==> config.mk <==
export PLATFORM = sky130hd
export DESIGN_NAME = match_fsm
export DESIGN_NICKNAME = d
export VERILOG_FILES = /design/src/rtl/match_fsm.sv
export SDC_FILE = /design/constraint.sdc
export NUM_CORES = 1
export LEC_CHECK = 0
export BUFFER_PORTS_ARGS = -buffer_cell sky130_fd_sc_hd__buf_2
export CORE_MARGIN = 8
export CORE_UTILIZATION = 33
export CTS_BUF_LIST = sky130_fd_sc_hd__clkbuf_4
export CTS_CLUSTER_DIAMETER = 150
export DETAILED_ROUTE_END_ITERATION = 8
export GPL_ROUTABILITY_DRIVEN = 1
export PLACE_DENSITY_LB_ADDON = 0.05
export SYNTH_ARGS = -nofsm -noshare
export SYNTH_HDL_FRONTEND = slang
export SYNTH_SLANG_ARGS = --single-unit
==> constraint.sdc <==
create_clock -name clk -period 5.6 [get_ports clk]
set_clock_uncertainty 0.1 [all_clocks]
set_input_delay 1.12 -clock clk [delete_from_list [all_inputs] [get_ports clk]]
set_output_delay 1.12 -clock clk [all_outputs]
set_load 0.005 [all_outputs]
==> src/rtl/match_fsm.sv <==
// Match controller for the N-player flappy game: ready-up lobby, timed countdown,
// per-player alive tracking with last-alive winner, and a game-over hold-off.
module match_fsm #(
    parameter  int NUM_PLAYERS = 2,
    parameter  int TICK_CYCLES = 65_000_000,
    parameter  int COUNTDOWN_S = 3,
    parameter  int HOLD_S      = 2,
    localparam int WW          = $clog2(NUM_PLAYERS + 1),
    localparam int CW          = $clog2(COUNTDOWN_S + 1)
) (
    input  logic                   clk,
    input  logic                   rst,
    input  logic [NUM_PLAYERS-1:0] click,
    input  logic [NUM_PLAYERS-1:0] dead,
    output logic [1:0]             state,
    output logic [NUM_PLAYERS-1:0] ready,
    output logic [NUM_PLAYERS-1:0] alive,
    output logic                   game_rst,
    output logic [NUM_PLAYERS-1:0] click_game,
    output logic [CW-1:0]          countdown,
    output logic                   winner_valid,
    output logic [WW-1:0]          winner_code,
    output logic [WW-1:0]          winner_latched
);

    localparam int TW = (TICK_CYCLES > 1) ? $clog2(TICK_CYCLES) : 1;
    localparam int HW = $clog2(HOLD_S + 1);

    typedef enum logic [1:0] {
        ST_START = 2'b00,
        ST_COUNT = 2'b01,
        ST_PLAY  = 2'b10,
        ST_OVER  = 2'b11
    } state_e;

    state_e                 state_q, state_d;
    logic [NUM_PLAYERS-1:0] ready_q, ready_d;
    logic [NUM_PLAYERS-1:0] alive_q, alive_d;
    logic [NUM_PLAYERS-1:0] click_game_q, click_game_d;
    logic [CW-1:0]          countdown_q, countdown_d;
    logic [TW-1:0]          tick_q, tick_d;
    logic [HW-1:0]          hold_q, hold_d;
    logic                   game_rst_q, game_rst_d;
    logic                   winner_valid_q, winner_valid_d;
    logic [WW-1:0]          winner_code_q, winner_code_d;
    logic [WW-1:0]          winner_latched_q, winner_latched_d;

    logic                   tick_wrap;
    logic                   hold_done;
    logic [NUM_PLAYERS-1:0] alive_next;
    logic [WW-1:0]          alive_cnt;
    logic [WW-1:0]          last_code;

    assign tick_wrap  = (tick_q == TW'(TICK_CYCLES - 1));
    assign hold_done  = (hold_q == HW'(HOLD_S));
    assign alive_next = alive_q & ~dead;

    // Survivor count and the code of the highest survivor; with at most one
    // survivor that code is the winner, and zero survivors leaves it 0 (draw).
    always_comb begin
        alive_cnt = '0;
        last_code = '0;
        for (int i = 0; i < NUM_PLAYERS; i++) begin
            if (alive_next[i]) begin
                alive_cnt = alive_cnt + WW'(1);
                last_code = WW'(i + 1);
            end
        end
    end

    always_comb begin
        state_d          = state_q;
        ready_d          = ready_q;
        alive_d          = alive_q;
        click_game_d     = '0;
        countdown_d      = countdown_q;
        tick_d           = tick_q;
        hold_d           = hold_q;
        game_rst_d       = 1'b0;
        winner_valid_d   = 1'b0;
        winner_code_d    = winner_code_q;
        winner_latched_d = winner_latched_q;

        unique case (state_q)
            ST_START: begin
                ready_d = ready_q | click;
                if (&ready_q) begin
                    state_d          = ST_COUNT;
                    game_rst_d       = 1'b1;
                    countdown_d      = CW'(COUNTDOWN_S);
                    tick_d           = '0;
                    alive_d          = '1;
                    winner_latched_d = '0;
                end
            end
            ST_COUNT: begin
                tick_d = tick_wrap ? '0 : tick_q + TW'(1);
                if (tick_wrap) begin
                    countdown_d = countdown_q - CW'(1);
                    if (countdown_q == CW'(1)) begin
                        state_d = ST_PLAY;
                    end
                end
            end
            ST_PLAY: begin
                click_game_d = click & alive_q & ~dead;
                alive_d      = alive_next;
                if (alive_cnt <= WW'(1)) begin
                    state_d          = ST_OVER;
                    winner_valid_d   = 1'b1;
                    winner_code_d    = last_code;
                    winner_latched_d = last_code;
                    hold_d           = '0;
                    tick_d           = '0;
                end
            end
            ST_OVER: begin
                tick_d = tick_wrap ? '0 : tick_q + TW'(1);
                if (tick_wrap && !hold_done) begin
                    hold_d = hold_q + HW'(1);
                end
                // The releasing click only leaves the state; it never counts as a ready click.
                if (hold_done && (|click)) begin
                    state_d = ST_START;
                    ready_d = '0;
                end
            end
            default: state_d = ST_START;
        endcase
    end

    always_ff @(posedge clk or negedge rst) begin
        if (!rst) begin
            state_q          <= ST_START;
            ready_q          <= '0;
            alive_q          <= '0;
            click_game_q     <= '0;
            countdown_q      <= '0;
            tick_q           <= '0;
            hold_q           <= '0;
            game_rst_q       <= 1'b0;
            winner_valid_q   <= 1'b0;
            winner_code_q    <= '0;
            winner_latched_q <= '0;
        end else begin
            state_q          <= state_d;
            ready_q          <= ready_d;
            alive_q          <= alive_d;
            click_game_q     <= click_game_d;
            countdown_q      <= countdown_d;
            tick_q           <= tick_d;
            hold_q           <= hold_d;
            game_rst_q       <= game_rst_d;
            winner_valid_q   <= winner_valid_d;
            winner_code_q    <= winner_code_d;
            winner_latched_q <= winner_latched_d;
        end
    end

    assign state          = state_q;
    assign ready          = ready_q;
    assign alive          = alive_q;
    assign click_game     = click_game_q;
    assign countdown      = countdown_q;
    assign game_rst       = game_rst_q;
    assign winner_valid   = winner_valid_q;
    assign winner_code    = winner_code_q;
    assign winner_latched = winner_latched_q;

endmodule

After elaboration in Yosys (flattened, before gate mapping)
Cells that the tools add are included.

operators by class
  add/subtract/negate cells = 4
  magnitude comparators = 1
  eq/ne operators = 12
  muxes and demuxes = 29
  bitwise gates (word level) = 5
  reduce and logical (&&, ||, !) cells = 19

operator list
  kind                   number
  $mux 26                3
  $pmux 26 s3            1
  $mux 2                 14
  $add 26x1->26 const B  1
  $eq 26x26->1 const B   1
  $pmux 2 s2             5
  $ne 2x2->1 const B     6
  $reduce_and 2->1       5
  $reduce_and 3->1       3
  $pmux 2 s4             1
  $reduce_bool 2->1      4
  $and 2x2->2            3
  $eq 2x2->1 const B     3
  $mux 1                 5
  $reduce_and 5->1       1
  $add 2x1->2 const B    2
  $eq 2x1->1 const B     2
  $reduce_or 2->1        2
  $le 2x1->1 const B     1
  $logic_and 1x1->1      2
  $logic_not 2->1        1
  $not 2->2              1
  $or 2x2->2             1
  $sub 2x1->2 const B    1
  $logic_not 1->1        1

storage, ports and cells
  flip-flop bits (word level) = 44
  bits of input ports = 6
  output and inout bits = 16
  word-level logic and storage cells = 81

Logic depth before layout (Yosys ltp)
Gate-level depths: netlist of run 1.

  depth in word-level cells = 8
  gate-level depth with buffers = 9
  depth with buffers taken out = 7

Worst setup path after synthesis of run 1
Ideal clock, no wire load.

  kind = input -> register
  start = input port dead[0]
  end = register tick_q[11]
  setup time = 135 ps
  arrival time = 2355 ps
  required time = 5365 ps
  path slack = 3010 ps
  stages = 6
  buffers on the path = 1
  cells stage by stage = nand2b_1 -> o21ai_1 -> clkbuf_1 -> nor3_1 -> a21oi_1 -> o21ai_0

between the ends
  cells in the longest elaborated chain, start to end = 8

ends and longest elaborated chain
  what                                   line  text
  start: declaration                     14    input logic [NUM_PLAYERS-1:0] dead,
  $not 2->2 (*)                          56    assign alive_next = alive_q & ~dead;
  $and 2x2->2 (*)                        56
  $mux 1 (*)                             64    if (alive_next[i]) begin
  $add 2x1->2                            65    alive_cnt = alive_cnt + WW'(1);
  $mux 2 (*)                             64
  $le 2x1->1 (*)                         108   if (alive_cnt <= WW'(1)) begin
  $ne 2x2->1 (no source line) (*)        n/a
  $reduce_and 2->1 (no source line) (*)  n/a
  end signal: assignment                 151   tick_q <= tick_d;
  end: declaration                       41    logic [TW-1:0] tick_q, tick_d;

Mark *: on every way between the ends. The rest lies on a longest branch, timed or not.
A chain may end at the register's enable or synchronous reset.

Worst setup path in the final report of run 1
  start = register tick_q[0]
  end = register tick_q[13]

between the ends
  cells in the longest elaborated chain, start to end = 3
  elaborated cells between the ends (all ways) = 4
  those cells by class = 1 x add/sub; 1 x eq/ne; 2 x mux

ends and longest elaborated chain
  what                                           line         text
  $add 26x1->26 or $eq 26x26->1 (tied branches)  97, 118, 54
  $mux 26 (*)                                    97, 118
  $pmux 26 s3 (*)                                84           unique case (state_q)

Marks and branches as above.

==> flow_metrics.tcl, run 1 <==
set metrics [dict create \
    die_width_um 102 \
    yosys_warnings 0 \
    r2r_slack_ps 3100 \
    post-route-period-util 0.447 \
    ctsResizeCount 0 \
    hpwlAfterDp_um 4250 \
    wl_per_cell_um 15.5 \
    reg2reg_depth 6 \
    port_buffers 21 \
    drtIter0Drc 82 \
    synth-edff-count 0 \
    grt_max_degree 45 \
    setup_tns_ps 0 \
    tightest_slew_ps 1020 \
    hold_path.class "reg -> reg" \
    startpoint_type "flip-flop" \
    ir_drop_mv 0.0777 \
    ys_seq_area_frac 0.449 \
    timing.fmax_ghz 0.400 \
    cts_buffers 5 \
    post-route-drc-count 0 \
    cap_violations 0 \
    yosysMostFrequentCell "dfrtp_1" \
    area_growth_pct 11.0 \
    synth_top_area_cell "dfrtp_1" \
    cts_max_path_buffers 2 \
    seq_power_share 0.649 \
    drive_gt1_frac 0.167 \
    worstSkewPairLatency_ps 360 \
    share_comb_of_total_power 0.020 \
    crit_required_ps 5740 \
    grt_pass1_wl_um 10200 \
    wirelength_um 5990 \
    grt_pass1_vias 1968 \
    end_kind "flip-flop" \
    cts_setup_buffers 0 \
    synthArstFlopShare 1.00 \
    avgSynthCellArea_um2 9.36 \
    antenna_found_initial 0 \
    crit_arrival_ps 2640 \
    dp.cells 379 \
    core_area_um2 7210 \
    syn_area_um2 2450 \
    insertedDiodeCount 0 \
    fp-row-count 31 \
    synth_area_leaders "dfrtp_1 (45%), ha_1 (4.6%), nand2_1 (4.4%)" \
    p_int_mw 0.378 \
    syn_inst 262 \
    status "finished clean" \
    instances_no_fill 387 \
    dr_total_vias 1949 \
    num-nets-final 302 \
    crit-reg2reg-capture "tick_q[13]" \
    slew_headroom 0.320 \
    hold_end "winner_latched[0]" \
    vias_per_cell 5.04 \
    ios 22 \
    track_usage 0.124 \
    power.density_nw_per_um2 180 \
    gr-total-overflow 0 \
    r2r_start "tick_q[0]" \
    clk_pin_slew_ps 130 \
    rsz0062_at_grt "no" \
    hold_violations 0 \
    ctsHoldBuffers 0 \
    period_needed_ps 2500 \
    leakage_nw 1.21 \
    worstSetupPathType "reg -> reg" \
    setup_viol 0 \
    critPathMaxFanout 13 \
    clkPwrFrac 0.332 \
    first_pass_iters 4 \
    synth_flop_cell "dfrtp_1" \
    cts.htree.levels 2 \
    initial_utilization 0.340 \
    hp-start "winner_latched[0]" \
    cts_tree "yes" \
    hold_path_depth 2 \
    die_h_um 102 \
    ys_types 46 \
    p_sw_frac 0.229 \
    cts.sinks 44 \
    slew_viol_final 0 \
    cts_root_buf "clkbuf_4" \
    gp_congestion 0.750 \
    synth_nets 277 \
    dieArea_um2 10400 \
    p_sw_mw 0.112 \
    yosys.area.top_type_share 0.449 \
    yosys-top-cells-count "dfrtp_1 (44), nand2_1 (29), o21ai_0 (21)" \
    yosys_register_bits 44 \
    ant_nets 0 \
]
-- kinds of logic after synthesis --
kind of cell | count (synthesis) | share of synthesized area
AOI/OAI and AO/OA | 56 | 0.139
and+or+nand+nor | 118 | 0.267
DFF | 44 | 0.449
buffers and inverters | 19 | 0.0373
xor gates and xnor gates | 13 | 0.0465
adders and majority gates | 9 | 0.0459
muxes | 3 | 0.0143
-- critical path, stage by stage (launching register included) --
cell     delay, ps
dfrtp_1        450
ha_1           180
nand3_1        150
or4_1          660
o22a_1         420
nor2_8         330
nor2_1          90
-- power by group through the flow --
stage / clock network, mW / logic (mW) / registers (mW)
floorplan: 0 / 0.000919 / 0.324
global route: 0.181 / 0.0115 / 0.318
detailed placement: 0 / 0.0104 / 0.324
global placement: 0 / 0.0106 / 0.324
CTS: 0.174 / 0.0104 / 0.318
finish: 0.162 / 0.00958 / 0.318
-- cell type report --
class                   count  area (µm²)
fillers                   779        4490
well taps                  99         124
repair buffers             25         135
clock inverters             1        3.75
multi-input cells         199        1260
clock buffers               7        52.6
inverters                  12        45.0
flip-flops and latches     44        1100
-- per-stage QoR --
step	power (mW)	util	worst slack, ps	hold WS (ps)	area (µm²)
2_1_floorplan	0.325	-	3010	388	2450
3_3_place_gp	0.334	0.369	2920	404	2660
3_5_place_dp	0.334	0.369	2910	406	2660
4_1_cts	0.502	0.377	3090	436	2720
5_1_grt	0.510	0.377	2940	464	2720
6_report	0.490	0.377	3100	428	2720
-- state kept, by name (all words and copies together) (netlist names) --
name and cells:
winner_latched 2, winner_code 2, state 2, alive 2, game_rst 1, ready 2
click_game 2, hold_q 2, winner_valid 1, countdown 2, tick_q 26
-- worst max-delay path by stage --
| stage | depth (start not counted) | startpoint | slack (ps) | endpoint |
|---|---|---|---|---|
| finish | 6 | tick_q[0] | 3100 | tick_q[13] |
| global route | 8 | state[0] | 2940 | state[1] |
| CTS | 6 | tick_q[0] | 3090 | tick_q[13] |
| detailed placement | 7 | dead[0] | 2910 | state[1] |
| global placement | 7 | dead[0] | 2920 | state[1] |
| floorplan | 6 | dead[0] | 3010 | tick_q[11] |
-- cell usage in the layout, fill, tap and decap left out, types with 2 or more instances in the layout --
cell type and count:
nor4bb_1 2, nand2_1 29, o311ai_0 2, nand3b_1 2, and2_1 4, mux2i_1 2
nand4_1 17, nand3_1 10, or4_1 7, or3_1 2, nor4_1 2, buf_2 21
o21ai_1 2, a211oi_1 2, o21ai_0 21, xor2_1 12, clkbuf_4 7, o2bb2ai_1 3
o211ai_1 2, nor2_1 15, nor3_1 3, inv_1 12, dfrtp_1 44, and4_1 2
nor2_2 10, ha_1 9, nand2b_1 4, and3_1 3, buf_4 4, a21oi_1 17
-- layer usage --
| layer | track usage | wire [µm] |
|---|---|---|
| met3 | 0.0225 | 141 |
| met2 | 0.184 | 2600 |
| met5 | 0 | 0 |
| met1 | 0.180 | 3210 |
| met4 | 0.0305 | 43 |
No activity file was read; power rests on OpenSTA's default activity.
==> inputs of run 2 (changes only) <==
clock period = 2.45 ns   (was 5.6 ns; I/O delays follow)
==> run 2 against run 1 <==
First-iteration DRC count increased by 41%; register-to-register slack got worse by 2900 ps; worst hold slack got worse by 350 ps; global-route usage decreased by 0.14 points.
==> flow_metrics.tcl, run 2 (same netlist as run 1, synthesis figures left out) <==
set metrics [dict create \
    ios 22 \
    period_needed_ps 2300 \
    final_cell_mix "dfrtp_1 (44), nand2_1 (29), o21ai_0 (21), buf_2 (21), buf_4 (18)" \
    crit_arrival_ps 2440 \
    insertedDiodeCount 0 \
    tightest_slew_ps 583 \
    dieArea_um2 10400 \
    route.met2.wl_um 2670 \
    largest_register_ffs 26 \
    cts_tree "yes" \
    status "finished clean" \
    hpwlAfterDp_um 4430 \
    reg2reg_depth 7 \
    wirelength_um 6010 \
    gp_congestion 0.768 \
    r2r_slack_ps 150 \
    max_flop_register "tick_q" \
    setup_viol 0 \
    crit_required_ps 2600 \
    die_width_um 102 \
    cts_max_path_buffers 2 \
    met1_length_um 3080 \
    hold_path.class "in -> async" \
    track_usage 0.123 \
    grt_pass1_wl_um 10100 \
    cts_root_buf "clkbuf_4" \
    num-nets-final 316 \
    critical_path.startpoint "tick_q[1]" \
    power.density_nw_per_um2 397 \
    slew_viol_final 0 \
    area_growth_pct 15.3 \
    initial_utilization 0.340 \
    rsz0062_at_grt "no" \
    grt_pass1_vias 1930 \
    first_pass_iters 4 \
    hold_violations 0 \
    critPathMaxFanout 5 \
    grt_max_degree 45 \
    startpoint_type "flip-flop" \
    dr_total_vias 2005 \
    die_h_um 102 \
    critPathCapture "state[1]" \
    core_area_um2 7210 \
    cts.htree.levels 2 \
    cts.sinks 44 \
    worstSetupPathType "reg -> reg" \
    port_buffers 21 \
    multi_input_area_um2 1260 \
    cap_violations 0 \
    setup_tns_ps 0 \
    hold_slack_ps 81.9 \
    drive_gt1_frac 0.209 \
    clk_pin_slew_ps 130 \
    post-route-period-util 0.938 \
    gr-total-overflow 0 \
    drtIter0Drc 116 \
    antenna_found_initial 0 \
    vias_per_cell 5.00 \
    r2r_start "tick_q[1]" \
    final_common_cell "dfrtp_1" \
    worstSkewPairLatency_ps 360 \
    maxUsedRoutingLayer "met4" \
    ant_nets 0 \
    cts_buffers 5 \
    slew_headroom 0.611 \
    post-route-drc-count 0 \
    crit-reg2reg-capture "state[1]" \
    n_fill_cell 740 \
    wl_met3_um 181 \
    ir_drop_mv 0.207 \
    timing.fmax_ghz 0.435 \
    leakage_nw 1.28 \
    end_kind "flip-flop" \
    fp-row-count 31 \
    wl_per_cell_um 15.0 \
    regArea_um2 1100 \
]
-- run 2: changes by cell type in the layout (fill, tap and decap cells not counted) --
cell	previous run	this run
o22a_1	1	0
o22a_2	0	1
buf_4	4	18
-- run 2: where the power goes --
group / leakage (nW) / internal, mW / switching, mW
Clock: 0.0338 / 0.133 / 0.239
Combinational: 0.712 / 0.00510 / 0.0179
Sequential: 0.538 / 0.726 / 0
Total: 1.28 / 0.864 / 0.257
-- run 2: cell type report --
type | count | area share
Inverter | 12 | 0.0159
Clock buffer | 7 | 0.0186
Clock inverter | 1 | 0.00133
Tap cell | 99 | 0.0438
Multi-Input combinational cell | 199 | 0.446
Sequential cell | 44 | 0.390
Timing Repair Buffer | 39 | 0.0850
-- run 2: layer usage --
layer,global-route usage,vias up
li1,-,1017
met1,0.178,956
met2,0.177,25
met3,0.0245,7
met4,0.0372,0
met5,0,-
-- run 2: what timing repair did --
action / CTS / global route
gates resized for setup: 0 / 1
setup endpoints to repair: 0 / 4
hold buffers: 0 / 0
buffers inserted: 0 / 0
-- run 2: worst max-delay path, stage by stage, from the launching register on --
cell,delay [ps]
dfrtp_1,440
ha_1,160
nand3_1,140
or4_1,540
buf_4,180
o31ai_2,180
nand2_1,140
mux2_4,310
-- run 2: through the flow --
stage          total power [mW]  std cells  area, µm²  utilization  setup slack, ps
5_1_grt                    1.17        401       2830        0.392             3.20
3_5_place_dp              0.765        393       2770        0.384              154
6_report                   1.12        401       2830        0.392              152
4_1_cts                    1.15        401       2830        0.392              130
3_3_place_gp              0.765        393       2770        0.384              184
2_1_floorplan             0.742        262       2450            -              294
-- run 2: worst min path at each step --
stage / start / to / slack [ps] / cells after the start
after floorplan: rst / alive[0] / 90 / 0
after global routing: rst / hold_q[1] / 150 / 2
after detailed placement: winner_latched[1] / winner_latched[1] / 400 / 2
after global placement: winner_latched[1] / winner_latched[1] / 390 / 2
final: rst / tick_q[10] / 80 / 2
after CTS: rst / tick_q[11] / 120 / 2
==> inputs of run 3 (changes only) <==
CORE_ASPECT_RATIO = 0.9   (was unset)
==> run 3 against run 2 <==
Wire length is 2.9% higher; power up 8.6%; register-to-register slack improved by 20 ps; count of clock-buffer cells in the layout shrank 2; worst hold slack got worse by 60 ps; cell count fell by 1.7%; via count is 1.1% lower; flip-flop and latch count unchanged; sequential power about the same; highest routed layer unchanged.
==> flow_metrics.tcl, run 3 (same netlist as run 1, synthesis figures left out) <==
set metrics [dict create \
    p_sw_frac 0.224 \
    core_area_um2 7360 \
    wl_per_cell_um 15.7 \
    cap_violations 0 \
    slew_headroom 0.556 \
    share_comb_of_total_power 0.019 \
    critical_path.startpoint "tick_q[0]" \
    cp_cell_sequence "ha_1 -> nand3_1 -> or4_1 -> o22a_2 -> nor2_8 -> nor2_1" \
    status "finished clean" \
    instances_no_fill 394 \
    dp.cells 386 \
    p_total_mw 1.22 \
    gr-total-overflow 0 \
    p_int_mw 0.944 \
    drtIter0Drc 159 \
    timing.fmax_ghz 0.440 \
    cts.htree.levels 2 \
    rsz0062_at_grt "no" \
    die_h_um 97.8 \
    cts_tree "yes" \
    leakage_nw 1.28 \
    dieArea_um2 10400 \
    hpwlAfterDp_um 4540 \
    setup_tns_ps 0 \
    insertedDiodeCount 0 \
    cts.sinks 44 \
    grt_max_degree 29 \
    num-nets-final 312 \
    setup_slack_ps 177 \
    area_growth_pct 15.4 \
    startpoint_type "flip-flop" \
    max_flop_register "tick_q" \
    r2r_start "tick_q[0]" \
    crit_arrival_ps 2420 \
    cts_setup_buffers 0 \
    post_dp_cell_area_um2 2750 \
    post-route-period-util 0.928 \
    ios 22 \
    initial_utilization 0.333 \
    die_width_um 107 \
    worstSetupPathType "reg -> reg" \
    hold_slack_ps 22.2 \
    crit_required_ps 2600 \
    largest_register_ffs 26 \
    worstSkewPairLatency_ps 380 \
    cts_max_path_buffers 2 \
    end_kind "flip-flop" \
    period_needed_ps 2270 \
    cts_root_buf "clkbuf_4" \
    final_cell_mix "dfrtp_1 (44), nand2_1 (29), o21ai_0 (21), buf_2 (21)" \
    fp-row-count 30 \
    drive_gt1_frac 0.201 \
    setup_viol 0 \
    grt_pass1_wl_um 10800 \
    critPathSlowestCell "or4_1" \
    critPathMaxFanout 13 \
    power.density_nw_per_um2 430 \
    ir_drop_mv 0.169 \
    slew_viol_final 0 \
    ant_nets 0 \
    utilization 0.385 \
    dr_total_vias 1983 \
    track_usage 0.128 \
    clkPwrFrac 0.384 \
    wirelength_um 6190 \
    antenna_found_initial 0 \
    vias_per_cell 5.03 \
    hold_violations 0 \
    clk_pin_slew_ps 160 \
    fin_area_um2 2830 \
    tightest_slew_ps 666 \
    post-route-drc-count 0 \
    final_common_cell "dfrtp_1" \
    port_buffers 21 \
    max_stage_delay_ps 620 \
    cts_buffers 5 \
    p_sw_mw 0.273 \
    gp_congestion 0.745 \
    place_ws_ps 70.5 \
    n_fill_cell 783 \
    grt_pass1_vias 2073 \
    seq_power_share 0.597 \
    hold_path.class "in -> async" \
    first_pass_iters 4 \
]
==> run 3: cell types whose count changed in the layout (fill, tap and decap cells not counted) <==
cell,before,now
buf_4,18,13
clkbuf_4,7,5
buf_12,0,1
bufinv_16,0,1
clkinv_1,1,0
clkinv_2,0,1
clkinvlp_4,0,1
==> run 3: worst paths after layout <==
path / end / slack (ps) / depth (start not counted)
setup / recovery: tick_q[15] / 180 / 6
hold / removal: tick_q[16] / 20 / 1
setup reg to reg: tick_q[15] / 180 / 6
hold reg to reg: winner_latched[0] / 420 / 2
max in group asynchronous: tick_q[11] / 1520 / 2
min in group clk: click_game[0] / 260 / 2
==> run 3: power groups by stage <==
stage	Combinational, mW	Sequential, mW	Clock [mW]
finish	0.0235	0.726	0.468
global route	0.0287	0.727	0.511
CTS	0.0258	0.726	0.483
detailed placement	0.0258	0.740	0
global placement	0.0256	0.740	0
floorplan	0.00210	0.740	0
==> run 3: area by class of cell <==
cell class	instances	area, µm²	area share
Clock buffer	5	37.5	0.0133
Clock inverter	3	42.5	0.0150
Inverter	12	45.0	0.0159
Multi-Input combinational cell	199	1260	0.445
Sequential cell	44	1100	0.389
Tap cell	96	120	0.0425
Timing Repair Buffer	35	223	0.0787
==> run 3: repair_timing <==
action / in CTS / in global routing
gates resized for setup: 0 / 1
hold buffers: 0 / 0
setup endpoints to repair: 0 / 15
==> run 3: per-layer routing <==
metal / track usage / vias to the layer above / part of all wire
met1: 0.192 / 937 / 0.53
li1: - / 1015 / -
met3: 0.0237 / 5 / 0.028
met4: 0.0324 / 0 / 0.0082
met5: 0 / - / 0
met2: 0.182 / 26 / 0.43
==> run 3: critical path, delay by kind of cell, from the launching register on <==
kind	cells	cell delay (ps)
AOI/OAI and AO/OA	1	360
adders and majority gates	1	170
DFF	1	440
and+or+nand+nor	4	1090
